### src/rtl/if_stage.sv
// Instruction-fetch stage: PC register, instruction-memory addressing, IF/ID
// pipeline register, branch/jump redirect, ready-handshake wait and timeout flag.
module if_stage #(
  parameter logic [31:0] RESET_PC  = 32'h0000_0000,
  parameter logic [31:0] NOP_INSTR = 32'h0000_0000,
  parameter int unsigned TIMEOUT   = 16,
  parameter int unsigned CNT_W     = 5
) (
  input  logic        clk,
  input  logic        rst_n,
  input  logic        pc_write,
  input  logic        if_id_write,
  input  logic        branch_taken,
  input  logic [31:0] branch_target,
  input  logic        jump,
  input  logic [31:0] jump_target,
  output logic [31:0] imem_addr,
  input  logic [31:0] imem_rdata,
  input  logic        imem_ready,
  output logic [31:0] pc,
  output logic [31:0] if_id_instr,
  output logic [31:0] if_id_pc4,
  output logic        if_id_valid,
  output logic        fetch_wait,
  output logic        imem_timeout
);

  typedef enum logic {
    S_FETCH = 1'b0,
    S_WAIT  = 1'b1
  } state_e;

  localparam logic [CNT_W-1:0] CNT_MAX  = CNT_W'(TIMEOUT);
  localparam logic [CNT_W-1:0] CNT_LAST = CNT_W'(TIMEOUT - 1);

  state_e            state_q, state_d;
  logic [31:0]       pc_q, pc_d;
  logic [31:0]       instr_q, instr_d;
  logic [31:0]       pc4_q, pc4_d;
  logic              valid_q, valid_d;
  logic [CNT_W-1:0]  cnt_q, cnt_d;
  logic              timeout_q, timeout_d;

  logic              redirect;
  logic [31:0]       redirect_target;
  logic [31:0]       pc_plus4;
  logic              stalled_on_mem;

  assign redirect        = branch_taken | jump;
  assign redirect_target = branch_taken ? branch_target : jump_target;
  assign pc_plus4        = pc_q + 32'd4;
  assign stalled_on_mem  = ~imem_ready & ~redirect;

  // PC next-state
  always_comb begin
    pc_d = pc_q;
    if (redirect) begin
      pc_d = redirect_target;
    end else if (pc_write && imem_ready) begin
      pc_d = pc_plus4;
    end
  end

  // IF/ID next-state; a redirect squashes the wrong-path fetch even under a hazard hold
  always_comb begin
    instr_d = instr_q;
    pc4_d   = pc4_q;
    valid_d = valid_q;
    if (redirect || (if_id_write && (!imem_ready || !pc_write))) begin
      instr_d = NOP_INSTR;
      pc4_d   = '0;
      valid_d = 1'b0;
    end else if (if_id_write) begin
      instr_d = imem_rdata;
      pc4_d   = pc_plus4;
      valid_d = 1'b1;
    end
  end

  // Fetch FSM
  always_comb begin
    state_d = state_q;
    case (state_q)
      S_FETCH: if (stalled_on_mem) state_d = S_WAIT;
      S_WAIT:  if (!stalled_on_mem) state_d = S_FETCH;
      default: state_d = S_FETCH;
    endcase
  end

  // Wait counter and sticky timeout; the flag is report-only and never blocks fetch
  always_comb begin
    cnt_d     = cnt_q;
    timeout_d = timeout_q;
    if (!stalled_on_mem) begin
      cnt_d = '0;
    end else begin
      if (cnt_q != CNT_MAX) begin
        cnt_d = cnt_q + CNT_W'(1);
      end
      if (cnt_q >= CNT_LAST) begin
        timeout_d = 1'b1;
      end
    end
  end

  always_ff @(posedge clk) begin
    if (!rst_n) begin
      state_q   <= S_FETCH;
      pc_q      <= RESET_PC;
      instr_q   <= NOP_INSTR;
      pc4_q     <= '0;
      valid_q   <= 1'b0;
      cnt_q     <= '0;
      timeout_q <= 1'b0;
    end else begin
      state_q   <= state_d;
      pc_q      <= pc_d;
      instr_q   <= instr_d;
      pc4_q     <= pc4_d;
      valid_q   <= valid_d;
      cnt_q     <= cnt_d;
      timeout_q <= timeout_d;
    end
  end

  assign imem_addr    = pc_q;
  assign pc           = pc_q;
  assign if_id_instr  = instr_q;
  assign if_id_pc4    = pc4_q;
  assign if_id_valid  = valid_q;
  assign fetch_wait   = (state_q == S_WAIT);
  assign imem_timeout = timeout_q;

endmodule
### config.mk
export PLATFORM = sky130hd
export DESIGN_NAME = if_stage
export DESIGN_NICKNAME = d
export VERILOG_FILES = /design/src/rtl/if_stage.sv
export SDC_FILE = /design/constraint.sdc
export NUM_CORES = 1
export LEC_CHECK = 0
export CAP_MARGIN = 20
export CELL_PAD_IN_SITES_DETAIL_PLACEMENT = 0
export CELL_PAD_IN_SITES_GLOBAL_PLACEMENT = 1
export CORE_UTILIZATION = 30
export DETAILED_ROUTE_END_ITERATION = 10
export GPL_TIMING_DRIVEN = 0
export PLACE_DENSITY = 0.91
export SLEW_MARGIN = 25
export SYNTH_ARGS = -nofsm -noshare
export SYNTH_HDL_FRONTEND = slang
export SYNTH_SLANG_ARGS = --single-unit
### constraint.sdc
create_clock -name clk -period 2.34 [get_ports clk]
set_clock_uncertainty 0.2 [all_clocks]
set_input_delay 0.468 -clock clk [delete_from_list [all_inputs] [get_ports clk]]
set_output_delay 0.468 -clock clk [all_outputs]
set_load 0.01 [all_outputs]
Word level (Yosys, flattened, before mapping)
Index checks and enable logic that the tools add are counted.
{"block": "word_totals", "regBits": 104, "word_cells": 30, "out_inout_bits": 131, "inputBits": 103}
{"block": "classes", "magnitude_cmp": 1, "reduce_logical": 10, "add_sub_neg": 2, "mux": 4, "bitwise_logic": 5, "eq_ne": 1}
{"cell": "$mux W32", "n": 3}
{"cell": "$add A32 B3 Y32 const B", "n": 1}
{"cell": "$add A5 B1 Y5 const B", "n": 1}
{"cell": "$ge A5 B4 Y1 const B", "n": 1}
{"cell": "$ne A5 B5 Y1 const B", "n": 1}
{"cell": "$reduce_and A2 Y1", "n": 2}
{"cell": "$not A1 Y1", "n": 3}
{"cell": "$logic_and A1 B1 Y1", "n": 2}
{"cell": "$logic_not A1 Y1", "n": 2}
{"cell": "$logic_or A1 B1 Y1", "n": 2}
{"cell": "$reduce_bool A2 Y1", "n": 1}
{"cell": "$reduce_or A2 Y1", "n": 1}
{"cell": "$and A1 B1 Y1", "n": 1}
{"cell": "$mux W1", "n": 1}
{"cell": "$or A1 B1 Y1", "n": 1}

Logic depth before layout (Yosys ltp)
Gate-level depths: netlist of run 1.
{"block": "logic_depth", "depth_word": 5, "depth_mapped": 7, "ltp_nobuf": 6}

Least setup slack after synthesis of run 1
Ideal clock, no wire load.
{"block": "synth_path", "path_kind": "reg2reg", "startpoint": "register pc_q[7], in the netlist imem_addr[7]", "endpoint": "register pc_q[31], in the netlist imem_addr[31]", "setup_ns": 0.119, "arrival_ns": 1.802, "t_required_ns": 2.021, "stages_incl_launch_ff": 7, "path_buffers": 1, "period_less_slack_ns": 2.120, "slack_ns": 0.220, "cell_sequence": "dfxtp_1 buf_2 nand4_4 or4_4 nor3_4 a31oi_1 o221a_2"}
{"block": "synth_via", "elab_chain_len": 3}
{"item": "start: declaration", "line": "37", "text": "logic [31:0] pc_q, pc_d;"}
{"item": "start signal: assignment", "line": "117", "text": "pc_q <= pc_d;"}
{"item": "$add A32 B3 Y32", "line": "51", "text": "assign pc_plus4 = pc_q + 32'd4;"}
{"item": "$mux W32", "line": "59", "text": "end else if (pc_write && imem_ready) begin"}
{"item": "$mux W32", "line": "57", "text": "if (redirect) begin"}
Every way passes these cells. The select of a mux whose other input is x is not followed.
A chain may end at the register's enable or synchronous reset.

Worst setup path in the final report of run 1
{"block": "layout_path", "startpoint": "input imem_ready", "endpoint": "register pc_q[31], in the netlist imem_addr[31]"}
{"block": "layout_via", "elab_chain_len": 2}
{"item": "start: declaration", "line": "19", "text": "input logic imem_ready,"}
{"item": "$logic_and A1 B1 Y1", "line": "59"}
{"item": "$reduce_bool A2 Y1 (no line)"}
Every way passes these cells.

==> results of run 1 <==
per-stage QoR:
stage / utilization [%] / hold slack, ns / power [uW] / setup TNS (ns)
3_5_place_dp: 46.4 / 0.253 / 2810 / -53.38
2_1_floorplan: - / 0.286 / 2320 / 0
5_1_grt: 48.8 / 0.302 / 4380 / 0
6_report: 48.8 / 0.278 / 4210 / 0
3_3_place_gp: 46.4 / 0.238 / 2800 / -51.87
4_1_cts: 48.5 / 0.280 / 4250 / 0
layout make-up:
| type | count | area, um2 | share of cell area, % |
|---|---|---|---|
| clock inverter | 3 | 18.8 | 0.230 |
| buffer | 75 | 444 | 5.45 |
| tap | 220 | 275 | 3.38 |
| multi-input combinational | 402 | 2690 | 33.0 |
| timing repair buffer | 234 | 2340 | 28.7 |
| clock buffer | 11 | 253 | 3.10 |
| sequential | 104 | 2090 | 25.6 |
| inverter | 12 | 45.0 | 0.553 |
kinds of logic after synthesis:
logic type	share of synthesized area, %
AO/OA/AOI/OAI	15.6
XOR/XNOR	8.47
adder cells (fa/ha/maj)	0.968
buffers and inverters	9.17
flip-flops	40.3
multiplexers	8.13
AND/OR/NAND/NOR	17.4
tightest hold or removal path, stage by stage, from the launching register on:
cell and delay, ns:
dfxtp_1 0.32, nor2_1 0.08, nor2_1 0.04
what timing repair did:
action                     in CTS  in global routing
setup endpoints to repair      75                 53
gates resized for setup        18                 25
buffers inserted                3                  0
pin swaps                       2                  0
synth_stat cells (all sizes together):
master / n / area, um2
o21a: 1 / 7.51
a22o: 1 / 8.76
and3: 6 / 37.5
o31a: 1 / 8.76
nand3: 17 / 90.1
or3: 1 / 6.26
a22oi: 13 / 97.6
nor4: 6 / 43.8
a31oi: 1 / 6.26
and3b: 1 / 8.76
nor2b: 1 / 6.26
buf: 42 / 293
xnor2: 27 / 236
clkinv: 1 / 3.75
o21bai: 1 / 7.51
o2bb2ai: 1 / 8.76
a211oi: 14 / 110
nor3: 13 / 81.3
and2: 4 / 25.0
a21oi: 37 / 185
inv: 11 / 41.3
nand2: 26 / 100
ha: 4 / 50.1
or4: 1 / 11.3
nor4b: 2 / 17.5
nand4: 15 / 109
a21o: 3 / 22.5
xor2: 23 / 201
o22ai: 19 / 119
nand2b: 2 / 12.5
o41ai: 1 / 8.76
or2: 2 / 12.5
a222oi: 1 / 10.0
dfxtp: 104 / 2080
and4: 6 / 53.8
nand4b: 1 / 8.76
o221ai: 5 / 43.8
mux2i: 42 / 420
o221a: 1 / 11.3
o311a: 1 / 10.0
clkbuf: 36 / 136
nor2: 73 / 274
o21ai: 28 / 140
worst paths after layout:
kind,cells past startpoint,to,slack [ns]
setup / recovery,6,imem_addr[31],0.05
hold / removal,2,if_id_valid,0.28
setup reg to reg,6,imem_addr[31],0.05
hold reg to reg,2,if_id_valid,0.28
power groups by stage:
stage	registers (uW)	clock network [uW]	logic, uW
after floorplan	1960	0	363
after global placement	1960	0	845
after detailed placement	1960	0	850
after CTS	1920	1470	860
final	1920	1430	863
after global routing	1930	1520	922
state kept, by name, summed over array words and instances, names as in the netlist:
signal        count
cnt_q             5
fetch_wait        1
imem_addr        32
if_id_valid       1
imem_timeout      1
if_id_pc4        32
if_id_instr      32
per-layer routing:
metal / vias up / track usage [%] / routed length (um)
met4: 0 / 6.94 / 295
met1: 2454 / 26.2 / 7890
met2: 234 / 34.1 / 8710
met3: 24 / 4.38 / 1460
li1: 2559 / - / -
met5: - / 0 / 0
==> results by group, run 1 <==
Run status
  – Status: finished, final reports clean

Clocking
  – Worst skew pair latency: 0.35 ns
  – Reg clk slew, reported paths: 0.07 ns
  – CTS tree: done
  – Cts hold-fix bufs: 0
  – Max Buffers Root-to-Sink: 2
  – Root buffer cell: clkbuf_16
  – TritonCTS Buffers: 9
  – Clock sink count: roughly 100
  – H-tree Lvls: 3

Yosys
  – Average size of a mapped cell: about 8.7 um2
  – Syn Nets: 703
  – Post-Synthesis Cell Area: 5170 um2
  – Post-synthesis sequential area ratio: 40.3%
  – Yosys cell types: 54
  – Synthesis-stage register bit count: 104
  – Synth warn: 0
  – Synth Instances: 596

Setup path
  – Crit path DAT: between 2 and 2.5 ns
  – Critical Path End Type: flip-flop
  – CP most frequent cell: nand2_1
  – CP cell instances: clkdlybuf4s50_1, nand2_1, clkbuf_2, nand2_1, o21a_1, o221a_2
  – Family with the most delay on the worst path: buffers and inverters
  – Critical-path top delay cell: clkdlybuf4s50_1
  – Max FO, Critical Path: 10
  – Critical R2R Launch: imem_addr[8]
  – Crit path required time: roughly 2.4 ns
  – Slowest stage delay, CP: 0.51 ns
  – CP Launch Type: primary input
  – Critical path origin: imem_ready
  – Buffers and inverters on the worst path: 2
  – Crit path kind: in -> reg

Min path
  – Hold Startpoint: if_id_valid
  – Hold WC Path Type: reg -> reg

Global route
  – Initial antenna violation count: 0
  – Pin count of the biggest net entering global routing: 18
  – Gr usage total: 20.5%
  – Vias in the first global route: about 5100
  – Total congestion overflow: 0
  – Global-route wire length before repair: 27900 um

STA
  – Maximum operating frequency: 0.438 GHz
  – Final critical-path required period: approximately 2.3 ns
  – Fin. Hold Viols: 0
  – Max Slew Vio Count: 0
  – Fin crit share: 97.7%
  – Relative slew slack: 44.1%
  – Measured slew at the worst slew-check pin: 0.827 ns
  – Setup WS post-layout: between 0.05 and 0.06 ns
  – RSZ-0062 raised after global routing: false
  – Final setup viols: 0

Floorplan
  – Cell Rows: 47
  – Core Region: 16700 um2
  – Die Y: 133 um
  – Die area: roughly 18000 um2
  – Die Width: ~130 um
  – Starting Density: just over 30%
  – Num ports: 234

Placement
  – Placement Cell Area: 7760 um2
  – # port buffers: 231
  – Cells after DPL: between 1000 and 1500
  – GP Congestion: roughly 0.9
  – Post-Place Worst Slack: -0.880 ns
  – Detailed Place HPWL: 14100 um

Cells and area
  – Design Area, Final: a little over 8000 um2
  – Most frequent cells in the layout: clkdlybuf4s50_1, dfxtp_1, nor2_1
  – Share of layout cells above drive strength 1: 11.3%
  – Non-filler cells, final: ~1100
  – Filler Cells Inserted: between 1500 and 2000
  – Antenna Cells: 0
  – Most common cell after layout, fill and taps aside: clkdlybuf4s50_1
  – Syn-to-layout area delta: 57.7%
  – Nets: 945

Detailed routing
  – Routed WL per cell: 17.3 um
  – Post-route ant nets: 0
  – Vias: 5271
  – Pre-antenna DRT Iters: 6
  – Initial drt markers: 327
  – DRC: 0
  – WL final: 18400 um
  – DR vias/cell: 4.97

Power and ir drop
  – Share of total power in sequential cells: a little under half
  – Pwr per Cell Area: 517 nW/um2
  – Internal: 3100 uW
  – Max VDD drop: 0.345 mV
  – Comb power frac: 20.5%
  – Static Leakage: slightly above 0.003 uW
  – Sw frac: 26.4%
  – Clk pwr share: between 30 and 40%
  – Psw: 1110 uW

Flow run
  – MaxCap Viol Count: 0
(Power assumes the default switching activity.)
==> run 2: changes to the inputs <==
- CORE_ASPECT_RATIO: unset -> 1.75
- clock period: 2.34 -> 2.6 ns (I/O delays scaled with it)
==> run 2 against run 1 <==
Register-to-register slack better by 0.03 ns. Die area is 0.11% higher. Critical endpoint is now if_id_pc4[30]. Critical path depth is the same. Wire length rose by 0.89%. Combinational power fell by 11%. Non-clock buffer count is 4 lower.
==> results by group, run 2 (synthesized netlist as in run 1, its figures left out) <==
Placement
  – Post-Place Worst Slack: -0.520 ns (+0.360 ns)
  – GP Congestion: 0.967 (+7.6%)
  – Detailed Place HPWL: 14700 um (+4.6%)
  – # port buffers: 231 (unchanged)

Flow run
  – MaxCap Viol Count: 0 (unchanged)

Detailed routing
  – Pre-antenna DRT Iters: 5 (-1)
  – Routed WL per cell: 17.4 um (+0.51%)
  – Post-route ant nets: 0 (unchanged)
  – Initial drt markers: 222 (-32%)
  – Vias: 5185 (-1.6%)
  – DRC: 0 (unchanged)
  – DR vias/cell: 4.87 (-2.0%)
  – WL final: 18500 um (+0.89%)

Cells and area
  – Most common cell after layout, fill and taps aside: clkdlybuf4s50_1
  – Nets: 941 (-0.42%)
  – Syn-to-layout area delta: 57.0%
  – Most frequent cells in the layout: clkdlybuf4s50_1, dfxtp_1, nor2_1
  – Share of layout cells above drive strength 1: 9.56% (-1.7 points)
  – Filler Cells Inserted: 1661 (+1.7%)

STA
  – Max Slew Vio Count: 0 (unchanged)
  – Setup WS post-layout: 0.0850 ns (+0.0305 ns)
  – Fin crit share: 96.7%
  – Fin. Hold Viols: 0 (unchanged)
  – Final setup viols: 0 (unchanged)
  – Min Hold Slack: 0.271 ns (-0.00673 ns)
  – Final critical-path required period: 2.51 ns
  – Relative slew slack: 44.5% (+0.44 points)
  – Measured slew at the worst slew-check pin: 0.821 ns (-0.00649 ns)
  – Maximum operating frequency: 0.398 GHz

Floorplan
  – Num ports: 234 (unchanged)
  – Die area: 17800 um2 (+0.11%)
  – Core Region: 16900 um2 (+1.0%)
  – Cell Rows: 63 (+34%)
  – Starting Density: 30.6% (-0.31 points)
  – Die Y: 176 um (+32%)
  – Die Width: 101 um (-24%)

Power and ir drop
  – Design Power: 3950 uW (-6.3%)
  – Max VDD drop: 0.293 mV (-15%)
  – Static Leakage: 0.00298 uW (-1.8%)
  – Pwr per Cell Area: 487 nW/um2 (-5.8%)

Global route
  – Vias in the first global route: 4917 (-2.8%)
  – Pin count of the biggest net entering global routing: 17 (-1)
  – Total congestion overflow: 0 (unchanged)
  – Initial antenna violation count: 1 (+1)
  – Gr usage total: 20.5% (about the same)
  – Global-route wire length before repair: 27200 um (-2.3%)

Clocking
  – TritonCTS Buffers: 9 (unchanged)
  – Worst skew pair latency: 0.35 ns (about the same)
  – Max Buffers Root-to-Sink: 2 (unchanged)
  – Cts hold-fix bufs: 0 (unchanged)
  – H-tree Lvls: 3 (unchanged)
  – Post-CTS Setup Inserts: 0 (-3)
  – Clock sink count: 104 (unchanged)
  – Root buffer cell: clkbuf_16
  – Reg clk slew, reported paths: 0.07 ns (about the same)
  – CTS tree: done

Min path
  – Hold WC Path Type: reg -> reg

Setup path
  – Crit path DAT: 2.54 ns (+0.21 ns)
  – Critical Path End Type: flip-flop
  – Crit path kind: reg -> reg
  – Max FO, Critical Path: 7 (-3)
  – Crit path required time: 2.62 ns (+0.24 ns)
  – CP Launch Type: flip-flop

Run status
  – Status: finished, final reports clean
-- run 2: cell types whose count changed in the layout (fill, tap and decap cells not counted), moves of 2 or more --
cell       delta
clkbuf_1      +3
dfxtp_1       +4
clkbuf_4      -2
bufinv_16     +2
buf_4         -4
clkbuf_8      -2
dfxtp_2       -4
nor4_2        +2
-- run 2: worst paths after layout --
| path | from | endpoint | slack, ns | depth (start not counted) |
|---|---|---|---|---|
| setup / recovery | imem_addr[2] | if_id_pc4[30] | 0.09 | 6 |
| hold / removal | if_id_valid | if_id_valid | 0.27 | 2 |
| setup reg to reg | imem_addr[2] | if_id_pc4[30] | 0.09 | 6 |
| hold reg to reg | if_id_valid | if_id_valid | 0.27 | 2 |
-- run 2: where the power goes --
part	switching [uW]	internal, uW
sequential	81.1	1650
combinational	319	447
clock	618	838
-- run 2: cell type report --
type / count / area, um2 / area share [%]
multi-input combinational: 402 / 2660 / 32.8
antenna: 1 / 2.50 / 0.0308
tap: 227 / 284 / 3.50
buffer: 74 / 422 / 5.20
timing repair buffer: 231 / 2310 / 28.5
inverter: 12 / 45.0 / 0.555
sequential: 104 / 2080 / 25.7
clock buffer: 9 / 225 / 2.78
clock inverter: 5 / 82.6 / 1.02
-- run 2: critical path, stage by stage, from the launching register on --
cell	delay, ns
dfxtp_1	0.51
ha_1	0.32
nand4_1	0.42
nor3_4	0.42
nand3_1	0.14
xor2_1	0.27
a21oi_1	0.11
-- run 2: what timing repair did --
item / in CTS / in global routing
gates resized for setup: 7 / 10
setup endpoints to repair: 42 / 27
cloned: 0 / 0
-- run 2: through the flow --
stage / setup TNS, ns / instance area (um2) / std cells / utilization, %
after floorplan: 0 / 5170 / 596 / -
after global placement: -25.18 / 7760 / 1054 / 46.0
after detailed placement: -23.74 / 7760 / 1054 / 46.0
after CTS: 0 / 8080 / 1066 / 47.9
after global routing: -0.00930 / 8110 / 1065 / 48.1
final: 0 / 8110 / 1065 / 48.1
-- run 2: metal layers --
layer	part of all wire (%)	global-route usage [%]	up-vias	routed length (um)
met2	55	38.5	197	10100
met3	4.8	2.71	37	881
li1	-	-	2552	-
met4	3.6	11.8	0	675
met5	0	0	-	0
met1	37	21.1	2399	6840
